## src/rtl/trig_pkg.sv

```systemverilog
// Shared types and sizing helpers for the two-fold coincidence trigger.
package trig_pkg;

  typedef enum logic [1:0] {
    IDLE    = 2'd0,
    FIRE    = 2'd1,
    HOLDOFF = 2'd2
  } trig_state_t;

  // Bits needed to hold the largest of three clock counts (minimum 1 bit).
  function automatic int unsigned timer_width(input int unsigned a,
                                              input int unsigned b,
                                              input int unsigned c);
    int unsigned m;
    m = a;
    if (b > m) m = b;
    if (c > m) m = c;
    return (m < 1) ? 1 : $clog2(m + 1);
  endfunction

endpackage

```

## src/rtl/trig_edge_sync.sv

```systemverilog
// Per-channel input synchroniser, rising-edge detector and coincidence window.
module trig_edge_sync
  import trig_pkg::*;
#(
  parameter int unsigned SYNC_STAGES = 2,
  parameter int unsigned WINDOW_CLKS = 4
) (
  input  logic clk_i,
  input  logic rst_i,
  input  logic d_i,
  input  logic win_clr_i,
  output logic rise_o,
  output logic open_o
);

  localparam int unsigned WIN_W = timer_width(WINDOW_CLKS, 0, 0);
  // The rise cycle itself counts as the first open cycle, so the counter only
  // has to cover the remaining WINDOW_CLKS-1 cycles; this gives the
  // |d1-d0| < WINDOW_CLKS acceptance rule.
  localparam logic [WIN_W-1:0] WIN_LOAD = WIN_W'(WINDOW_CLKS - 1);

  (* ASYNC_REG = "TRUE" *) logic [SYNC_STAGES-1:0] sync_q;
  logic             prev_q;
  logic [WIN_W-1:0] win_q;

  // Metastability synchroniser chain, shifting toward the MSB.
  always_ff @(posedge clk_i or posedge rst_i) begin
    if (rst_i) sync_q <= '0;
    else       sync_q <= {sync_q[SYNC_STAGES-2:0], d_i};
  end

  // Delayed copy of the synchronised level for edge detection.
  always_ff @(posedge clk_i or posedge rst_i) begin
    if (rst_i) prev_q <= 1'b0;
    else       prev_q <= sync_q[SYNC_STAGES-1];
  end

  assign rise_o = sync_q[SYNC_STAGES-1] & ~prev_q;

  // Window countdown: clear from the FSM wins, a rise reloads (never extends).
  always_ff @(posedge clk_i or posedge rst_i) begin
    if (rst_i)               win_q <= '0;
    else if (win_clr_i)      win_q <= '0;
    else if (rise_o)         win_q <= WIN_LOAD;
    else if (win_q != '0)    win_q <= win_q - WIN_W'(1);
  end

  assign open_o = rise_o | (win_q != '0);

endmodule

```

## src/rtl/trig_coincidence.sv

```systemverilog
// Registered two-fold coincidence trigger with fixed pulse, dead time and
// saturating single/coincidence rate counters, clk25 domain.
module trig_coincidence
  import trig_pkg::*;
#(
  parameter int unsigned SYNC_STAGES  = 2,
  parameter int unsigned WINDOW_CLKS  = 4,
  parameter int unsigned PULSE_CLKS   = 8,
  parameter int unsigned HOLDOFF_CLKS = 25,
  parameter int unsigned CNT_WIDTH    = 32
) (
  input  logic                 clk_i,
  input  logic                 rst_i,
  input  logic                 trig0_i,
  input  logic                 trig1_i,
  input  logic                 en_i,
  input  logic                 count_clr_i,
  output logic                 trig_o,
  output logic                 busy_o,
  output logic [CNT_WIDTH-1:0] trig0_count_o,
  output logic [CNT_WIDTH-1:0] trig1_count_o,
  output logic [CNT_WIDTH-1:0] coinc_count_o
);

  localparam int unsigned TMR_W = timer_width(PULSE_CLKS, HOLDOFF_CLKS, WINDOW_CLKS);
  localparam logic [TMR_W-1:0] PULSE_LOAD = TMR_W'(PULSE_CLKS - 1);
  localparam logic [TMR_W-1:0] HOLD_LOAD  = (HOLDOFF_CLKS > 0) ? TMR_W'(HOLDOFF_CLKS - 1) : '0;

  logic rise0, open0, rise1, open1;
  logic win_clr;
  logic coinc;
  logic fire_start;

  trig_state_t      state_q, state_d;
  logic [TMR_W-1:0] tmr_q, tmr_d;
  logic             trig_q, busy_q;

  logic [CNT_WIDTH-1:0] trig0_cnt_q, trig1_cnt_q, coinc_cnt_q;

  trig_edge_sync #(
    .SYNC_STAGES (SYNC_STAGES),
    .WINDOW_CLKS (WINDOW_CLKS)
  ) u_ch0 (
    .clk_i     (clk_i),
    .rst_i     (rst_i),
    .d_i       (trig0_i),
    .win_clr_i (win_clr),
    .rise_o    (rise0),
    .open_o    (open0)
  );

  trig_edge_sync #(
    .SYNC_STAGES (SYNC_STAGES),
    .WINDOW_CLKS (WINDOW_CLKS)
  ) u_ch1 (
    .clk_i     (clk_i),
    .rst_i     (rst_i),
    .d_i       (trig1_i),
    .win_clr_i (win_clr),
    .rise_o    (rise1),
    .open_o    (open1)
  );

  assign coinc = open0 & open1 & (rise0 | rise1);

  // Next-state, shared pulse/holdoff timer and window clear.
  always_comb begin
    state_d    = state_q;
    tmr_d      = tmr_q;
    win_clr    = 1'b0;
    fire_start = 1'b0;
    case (state_q)
      IDLE: begin
        if (en_i && coinc) begin
          state_d    = FIRE;
          tmr_d      = PULSE_LOAD;
          win_clr    = 1'b1;
          fire_start = 1'b1;
        end
      end
      FIRE: begin
        if (tmr_q == '0) begin
          if (HOLDOFF_CLKS == 0) begin
            state_d = IDLE;
          end else begin
            state_d = HOLDOFF;
            tmr_d   = HOLD_LOAD;
          end
        end else begin
          tmr_d = tmr_q - TMR_W'(1);
        end
      end
      HOLDOFF: begin
        if (tmr_q == '0) state_d = IDLE;
        else             tmr_d   = tmr_q - TMR_W'(1);
      end
      default: begin
        state_d = IDLE;
        tmr_d   = '0;
      end
    endcase
  end

  // State, timer and glitch-free registered outputs decoded from next state.
  always_ff @(posedge clk_i or posedge rst_i) begin
    if (rst_i) begin
      state_q <= IDLE;
      tmr_q   <= '0;
      trig_q  <= 1'b0;
      busy_q  <= 1'b0;
    end else begin
      state_q <= state_d;
      tmr_q   <= tmr_d;
      trig_q  <= (state_d == FIRE);
      busy_q  <= (state_d != IDLE);
    end
  end

  // Channel 0 single-rate counter, saturating, clear has priority.
  always_ff @(posedge clk_i or posedge rst_i) begin
    if (rst_i)                              trig0_cnt_q <= '0;
    else if (count_clr_i)                   trig0_cnt_q <= '0;
    else if (rise0 && (trig0_cnt_q != '1))  trig0_cnt_q <= trig0_cnt_q + CNT_WIDTH'(1);
  end

  // Channel 1 single-rate counter, saturating, clear has priority.
  always_ff @(posedge clk_i or posedge rst_i) begin
    if (rst_i)                              trig1_cnt_q <= '0;
    else if (count_clr_i)                   trig1_cnt_q <= '0;
    else if (rise1 && (trig1_cnt_q != '1))  trig1_cnt_q <= trig1_cnt_q + CNT_WIDTH'(1);
  end

  // Coincidence counter, bumped on each IDLE->FIRE transition.
  always_ff @(posedge clk_i or posedge rst_i) begin
    if (rst_i)                                   coinc_cnt_q <= '0;
    else if (count_clr_i)                        coinc_cnt_q <= '0;
    else if (fire_start && (coinc_cnt_q != '1))  coinc_cnt_q <= coinc_cnt_q + CNT_WIDTH'(1);
  end

  assign trig_o        = trig_q;
  assign busy_o        = busy_q;
  assign trig0_count_o = trig0_cnt_q;
  assign trig1_count_o = trig1_cnt_q;
  assign coinc_count_o = coinc_cnt_q;

endmodule

```

## config.mk

```make
export PLATFORM = sky130hd
export DESIGN_NAME = trig_coincidence
export DESIGN_NICKNAME = d
export VERILOG_FILES = /design/src/rtl/trig_pkg.sv /design/src/rtl/trig_edge_sync.sv /design/src/rtl/trig_coincidence.sv
export SDC_FILE = /design/constraint.sdc
export NUM_CORES = 1
export LEC_CHECK = 0
export BUFFER_PORTS_ARGS = -buffer_cell sky130_fd_sc_hd__buf_2
export CAP_MARGIN = 20
export CORE_MARGIN = 4
export CORE_UTILIZATION = 59
export CTS_BUF_LIST = sky130_fd_sc_hd__clkbuf_4 sky130_fd_sc_hd__clkbuf_8
export CTS_CLUSTER_SIZE = 28
export DETAILED_ROUTE_END_ITERATION = 6
export PLACE_DENSITY_LB_ADDON = 0.08
export SYNTH_ARGS = -nofsm -noshare
export SYNTH_HDL_FRONTEND = slang
export SYNTH_SLANG_ARGS = --single-unit
```

## constraint.sdc

```tcl
create_clock -name clk_i -period 5.05 [get_ports clk_i]
set_input_delay 0.7575 -clock clk_i [delete_from_list [all_inputs] [get_ports clk_i]]
set_output_delay 0.7575 -clock clk_i [all_outputs]
set_load 0.01 [all_outputs]
```

==> flow_metrics.env, run 1 <==
export IMPL_outcome="finished clean"
export IMPL_post_drt_wl_per_cell_um=17.2
export IMPL_drt_total_wl_mm=16.4
export IMPL_grt_max_degree=91
export IMPL_tightest_slew_ns=1.03
export IMPL_drt_iter0_drc=556
export IMPL_final_area_um2=7580
export IMPL_setup_viol=0
export IMPL_top_usage_layer="met2"
export IMPL_vias=6168
export IMPL_fp_coreArea_um2=10800
export IMPL_netlist_area_um2=6520
export IMPL_grt_use_met3=0.0695
export IMPL_die_area_um2=12800
export IMPL_final_common_cell="dfrtp_1"
export IMPL_slew_violations=0
export IMPL_path_max_fanout=29
export IMPL_async_reset_ff_frac=1.00
export IMPL_clockBufferDepth=2
export IMPL_nets=815
export IMPL_areaGrowthSynthToFinish_pct=16.2
export IMPL_gp_congestion=0.843
export IMPL_max_clock_freq_ghz=0.373
export IMPL_synth_ff_type="dfrtp_1"
export IMPL_hold_class="flop to flop"
export IMPL_firstDrtPassIters=5
export IMPL_synth_cell_types=63
export IMPL_drc=0
export IMPL_grtUsageMet2=0.403
export IMPL_worstSetupStartpointType="flop"
export IMPL_antenna_found_initial=0
export IMPL_synth_seq_cells=117
export IMPL_ios=104
export IMPL_grt_ovfl_total=0
export IMPL_grt_pass1_wl_mm=27.9
export IMPL_synthCells=707
export IMPL_dieWidth_um=113
export IMPL_grt_total_usage=0.264
export IMPL_drive_gt1_frac=0.204
export IMPL_power_density_nw_per_um2=286
export IMPL_rsz0062_at_grt="false"
export IMPL_cp_end_kind="flop"
export IMPL_antennaDiodeCount=0
export IMPL_ys_seq_area_frac=0.449
export IMPL_hold_viol_final=0
export IMPL_use_met1=0.363
export IMPL_crit_required_ns=5.38
export IMPL_h_tree_depth=4
export IMPL_instances_no_fill=953
export IMPL_vias_per_cell=6.47
export IMPL_crit_start="coinc_count_o[0]"
export IMPL_r2r_start="coinc_count_o[0]"
export IMPL_holdBufCountCts=0
export IMPL_dp_hpwl_mm=10.9
export IMPL_avgSynthCellArea_um2=9.23
export IMPL_dpl_cell_area_um2=7090
export IMPL_r2r_end="coinc_count_o[2]"
export IMPL_arrival_ns=3.01
export IMPL_syn_nets=721
export IMPL_layout_common_cells="dfrtp_1, buf_2, a21oi_1"
export IMPL_yosysWarnings=0
export IMPL_fin_setup_tns_ns=0
export IMPL_p_leak_nw=3.19
export IMPL_rr_worst_depth=6
export IMPL_fin_util=0.700
export IMPL_slew_headroom=0.309
export IMPL_postCtsSetupBuffers=0
export IMPL_cts_sinks=117
export IMPL_grt_pass1_vias=5849
export IMPL_dpl_cell_count=919
export IMPL_critical_path_class="flop to flop"
export IMPL_cts_tree="yes"
export IMPL_start_util=0.602
export IMPL_dieHeight_um=113
export IMPL_peakVddDrop_uv=204
export IMPL_drv_cap=0
export IMPL_ctsRootBufferMaster="clkbuf_8"
export IMPL_clock_latency_ns=0.45
export IMPL_cp_endpoint="coinc_count_o[2]"
export IMPL_rows=38
export IMPL_clock_skew_ns=0.00692
export IMPL_cts_resized=0
export IMPL_fillers=845
export IMPL_placement_io_buffers=103
export IMPL_reg2reg_slack_ns=2.37
export IMPL_synth_edf_count=0
export IMPL_post_route_period_util=0.531
export IMPL_cts_made_buffers=17
export IMPL_cts_clk_slew_worst_paths_ns=0.07
export IMPL_min_period_ns=2.68
export IMPL_drtAntennaViolNets=0
-- cells by family (layout without fill, tap and decap cells) --
| family | count (synthesis) | after routing | synth area share |
|---|---|---|---|
| and+or+nand+nor | 304 | 304 | 0.281 |
| adders and majority gates | 8 | 8 | 0.0153 |
| buffers and inverters | 56 | 162 | 0.0357 |
| AOI/OAI and AO/OA | 210 | 210 | 0.201 |
| DFF | 117 | 117 | 0.449 |
| xor gates and xnor gates | 5 | 5 | 0.00671 |
| muxes | 7 | 7 | 0.0113 |
-- synthesized netlist by cell type (3+ instances only) --
library cell	n	area share
inv_1	23	0.013
nor3_2	3	0.0046
mux2_2	3	0.0052
dfrtp_1	117	0.45
xor2_1	4	0.0054
o21ai_0	43	0.033
nand2_1	54	0.031
and3_1	10	0.0096
nand2b_1	4	0.0038
mux2i_1	4	0.0061
nor4_2	4	0.0077
nor4_1	10	0.0096
buf_2	9	0.0069
o21a_1	5	0.0058
nor2b_1	7	0.0067
or2_2	3	0.0029
or3_1	38	0.036
nor3_1	6	0.0046
nand4_1	23	0.022
and2_1	5	0.0048
ha_1	8	0.015
o2111ai_1	3	0.0040
a21oi_1	86	0.066
and4_1	16	0.021
nor2_1	29	0.017
or4_1	41	0.047
clkbuf_1	21	0.012
nand3_1	39	0.030
o31a_1	5	0.0067
o31ai_1	46	0.053
-- per-stage QoR --
| stage | setup slack [ns] | total power, mW | hold slack, ns |
|---|---|---|---|
| 2_1_floorplan | 1.19 | 1.11 | 0.331 |
| 3_3_place_gp | 2.45 | 1.14 | 0.337 |
| 3_5_place_dp | 2.26 | 1.15 | 0.340 |
| 4_1_cts | 2.24 | 2.18 | 0.359 |
| 5_1_grt | 2.10 | 2.25 | 0.361 |
| 6_report | 2.37 | 2.17 | 0.359 |
-- worst max-delay path, cell delays in order, from the launching register on --
cell     delay [ns]
dfrtp_1        0.43
ha_1           0.25
nand4_1        0.32
nor3_2         0.32
and4_1         0.80
nor2_1         0.17
a31o_2         0.28
-- routing by layer --
layer | vias up | part of all wire | wire [um]
li1 | 2904 | - | -
met1 | 3008 | 0.44 | 7260
met2 | 231 | 0.47 | 7720
met3 | 25 | 0.070 | 1140
met4 | 0 | 0.017 | 287
met5 | - | 0 | 0
-- state kept, by name (all words and copies together), names as in the netlist --
register / cells
u_ch1.prev_q: 1
tmr_q: 5
u_ch0.win_q: 3
busy_o: 1
state_q: 2
u_ch1.win_q: 3
coinc_count_o: 32
u_ch0.prev_q: 1
trig1_count_o: 32
trig0_count_o: 32
u_ch1.sync_q: 2
trig_o: 1
u_ch0.sync_q: 2
-- layout make-up --
class	count	area (um^2)	area share
Multi-Input combinational cell	534	3360	0.443
Sequential cell	117	2930	0.386
Timing Repair Buffer	108	561	0.0739
Clock buffer	20	263	0.0346
Clock inverter	11	205	0.0271
Tap cell	140	175	0.0231
Inverter	23	88.8	0.0117
-- worst min-delay path by stage --
stage                               start  cells after the start               to  slack, ns
after floorplan           u_ch0.sync_q[0]                      0  u_ch0.sync_q[1]       0.33
after global placement    u_ch0.sync_q[0]                      0  u_ch0.sync_q[1]       0.34
after detailed placement  u_ch0.sync_q[0]                      0  u_ch0.sync_q[1]       0.34
after CTS                 u_ch1.sync_q[0]                      0  u_ch1.sync_q[1]       0.36
after global routing      u_ch1.sync_q[0]                      0  u_ch1.sync_q[1]       0.36
final                     u_ch1.sync_q[0]                      0  u_ch1.sync_q[1]       0.36
-- report_power, final --
part           switching (mW)  leakage [nW]  internal (mW)
Clock                   0.378         0.243          0.654
Combinational          0.0999          1.37         0.0570
Sequential             0.0152          1.58          0.964
No activity file was read; power rests on OpenSTA's default activity.
==> run 2, diff against run 1 <==
Settings changed: ABC_AREA set to 1, CORE_UTILIZATION 59 to 54.
Clock period 5.05 ns to 2.2 ns, I/O delays scaled along.
==> run 2 against run 1 <==
  * Area after synthesis up 17%
  * Register-to-register slack worse by 2.2 ns
  * Worst hold slack worse by 0.0084 ns
  * Synthesized cell count up 68%
  * Largest power group is now sequential cells
  * Highest routed layer unchanged
==> flow_metrics.env, run 2 <==
export IMPL_worstSetupStartpointType="flop"
export IMPL_post_drt_wl_per_cell_um=14.0
export IMPL_netlist_area_um2=7660
export IMPL_fin_ws_ns=0.195
export IMPL_synth_compound_area_frac=0.0185
export IMPL_antennaDiodeCount=0
export IMPL_layout_common_cells="nand2_1, nor2_1, dfrtp_1"
export IMPL_synth_mux_area_frac=0
export IMPL_dp_hpwl_mm=15.2
export IMPL_yosysWarnings=0
export IMPL_async_reset_ff_frac=1.00
export IMPL_drc=0
export IMPL_finalHoldWorstSlack_ns=0.351
export IMPL_grt_pass1_vias=7028
export IMPL_synth_top_family_by_area="simple AND/OR/NAND/NOR gates"
export IMPL_clock_latency_ns=0.45
export IMPL_drive_gt1_frac=0.143
export IMPL_synthTopCellsByCount="nand2_1, nor2_1, dfrtp_1"
export IMPL_p_leak_nw=4.48
export IMPL_synth_xor_area_frac=0.0503
export IMPL_grt_total_usage=0.267
export IMPL_fp_coreArea_um2=13900
export IMPL_post_place_ws_ns=0.201
export IMPL_ios=104
export IMPL_fin_setup_tns_ns=0
export IMPL_power_density_nw_per_um2=621
export IMPL_cts_tree="yes"
export IMPL_dpl_cell_count=1465
export IMPL_cp_end_kind="flop"
export IMPL_vias=7712
export IMPL_synth_seq_cells=117
export IMPL_grt_ovfl_total=0
export IMPL_min_period_ns=2.00
export IMPL_slew_headroom=0.657
export IMPL_rsz0062_at_grt="false"
export IMPL_h_tree_depth=4
export IMPL_outcome="finished clean"
export IMPL_syn_nets=1202
export IMPL_grt_max_degree=45
export IMPL_areaGrowthSynthToFinish_pct=16.6
export IMPL_die_area_um2=16200
export IMPL_hold_class="flop to flop"
export IMPL_post_route_period_util=0.911
export IMPL_critical_path_class="flop to flop"
export IMPL_crit_required_ns=2.59
export IMPL_ys_top_cells_by_area="dfrtp_1, nand2_1, nor2_1, nand3_1, inv_1"
export IMPL_path_max_fanout=6
export IMPL_max_clock_freq_ghz=0.499
export IMPL_cts_clk_slew_worst_paths_ns=0.07
export IMPL_avgSynthCellArea_um2=6.45
export IMPL_placement_io_buffers=103
export IMPL_yosysTopAreaCell="dfrtp_1"
export IMPL_tightest_slew_ns=0.514
export IMPL_slew_violations=0
export IMPL_synth_simple_gate_area_frac=0.463
export IMPL_arrival_ns=2.40
export IMPL_clock_skew_ns=0.00971
export IMPL_cts_sinks=117
export IMPL_final_common_cell="nand2_1"
export IMPL_dieWidth_um=127
export IMPL_met1_length_mm=10.0
export IMPL_drt_total_wl_mm=21.0
export IMPL_dieHeight_um=127
export IMPL_synth_cell_types=28
export IMPL_cts_made_buffers=17
export IMPL_start_util=0.552
export IMPL_instances_no_fill=1500
export IMPL_ys_seq_area_frac=0.382
export IMPL_grt_pass1_wl_mm=35.2
export IMPL_routed_top_layer="met4"
export IMPL_synth_ff_type="dfrtp_1"
export IMPL_setup_viol=0
export IMPL_synthCells=1188
export IMPL_route_met3_wl_mm=1.35
export IMPL_firstDrtPassIters=7
export IMPL_drtAntennaViolNets=0
export IMPL_hold_viol_final=0
export IMPL_clockBufferDepth=2
export IMPL_met2_length_mm=9.35
export IMPL_synth_top_area_frac=0.382
export IMPL_synth_edf_count=0
export IMPL_gp_congestion=0.952
export IMPL_drt_iter0_drc=606
export IMPL_vias_per_cell=5.14
export IMPL_rows=43
export IMPL_nets=1322
export IMPL_antenna_found_initial=0
export IMPL_ctsRootBufferMaster="clkbuf_8"
export IMPL_yosysMostFrequentCell="nand2_1"
export IMPL_synth_adder_area_share=0.0131
export IMPL_drv_cap=0
export IMPL_peakVddDrop_uv=473
run 2: cell types whose count changed in the layout (fill, tap and decap cells not counted), sizes merged, moves of 41 or more:
cell   previous run  this run
nor2             29       219
o31ai            46         0
or4              41         0
nand2            54       505
inv              23        98
nand3            40       103
a21oi            86         4
run 2: layer usage:
metal / up-vias / track usage
met1: 3511 / 0.397
li1: 3927 / -
met5: - / 0
met2: 246 / 0.406
met4: 0 / 0.0631
met3: 28 / 0.0510
run 2: worst max-delay path, cell delays in order (launching register included):
cell     delay [ns]
dfrtp_1        0.35
inv_1          0.06
ha_1           0.19
ha_1           0.24
o21ai_1        0.19
nand3_1        0.11
nor2_1         0.21
nand2_2        0.14
inv_1          0.25
nand3_1        0.13
nand2_1        0.08
run 2: path summary, 6_finish.rpt:
check | from | endpoint | slack, ns | cells after the start
worst max-delay path | u_ch1.win_q[0] | coinc_count_o[16] | 0.20 | 10
worst min-delay path | u_ch1.sync_q[0] | u_ch1.sync_q[1] | 0.35 | 0
worst max register to register | u_ch1.win_q[0] | coinc_count_o[16] | 0.20 | 10
worst min register to register | u_ch1.sync_q[0] | u_ch1.sync_q[1] | 0.35 | 0
max in group asynchronous | rst_i | trig1_count_o[20] | 1.10 | 4
min in group asynchronous | rst_i | u_ch0.sync_q[0] | 0.45 | 3
run 2: what timing repair did:
item / 4_1_cts / 5_1_grt
gates resized for setup: 0 / 5
hold endpoints to repair: 17 / 0
hold buffers: 3 / 0
setup endpoints to repair: 0 / 14
buffers inserted: 0 / 0
run 2: cell families (layout without fill, tap and decap cells):
group	Yosys count	count (layout)
simple gates	863	863
buf+inv	129	261
flops	117	117
xor+xnor	44	44
compound gates	27	27
fa+ha+maj	8	8
run 2: area by class of cell:
| type | instances | area [um^2] |
|---|---|---|
| clock buffers | 20 | 275 |
| flip-flops and latches | 117 | 2930 |
| repair buffers | 129 | 756 |
| inverters | 100 | 388 |
| well taps | 180 | 225 |
| clock inverters | 11 | 174 |
| multi-input cells | 942 | 4180 |
| repair inverters | 1 | 7.51 |
| fillers | 1330 | 4950 |
run 2: report_power, final:
group	total (mW)	internal [mW]	switching (mW)
clock	2.24	1.32	0.911
sequential	2.38	2.30	0.0844
combinational	0.926	0.320	0.606
run 2: stage by stage:
step | power [mW] | cell area (um^2) | utilization
finish | 5.55 | 8930 | 0.643
global route | 5.85 | 8930 | 0.643
CTS | 5.60 | 8910 | 0.642
detailed placement | 3.34 | 8430 | 0.608
global placement | 3.32 | 8430 | 0.608
floorplan | 3.09 | 7660 | -
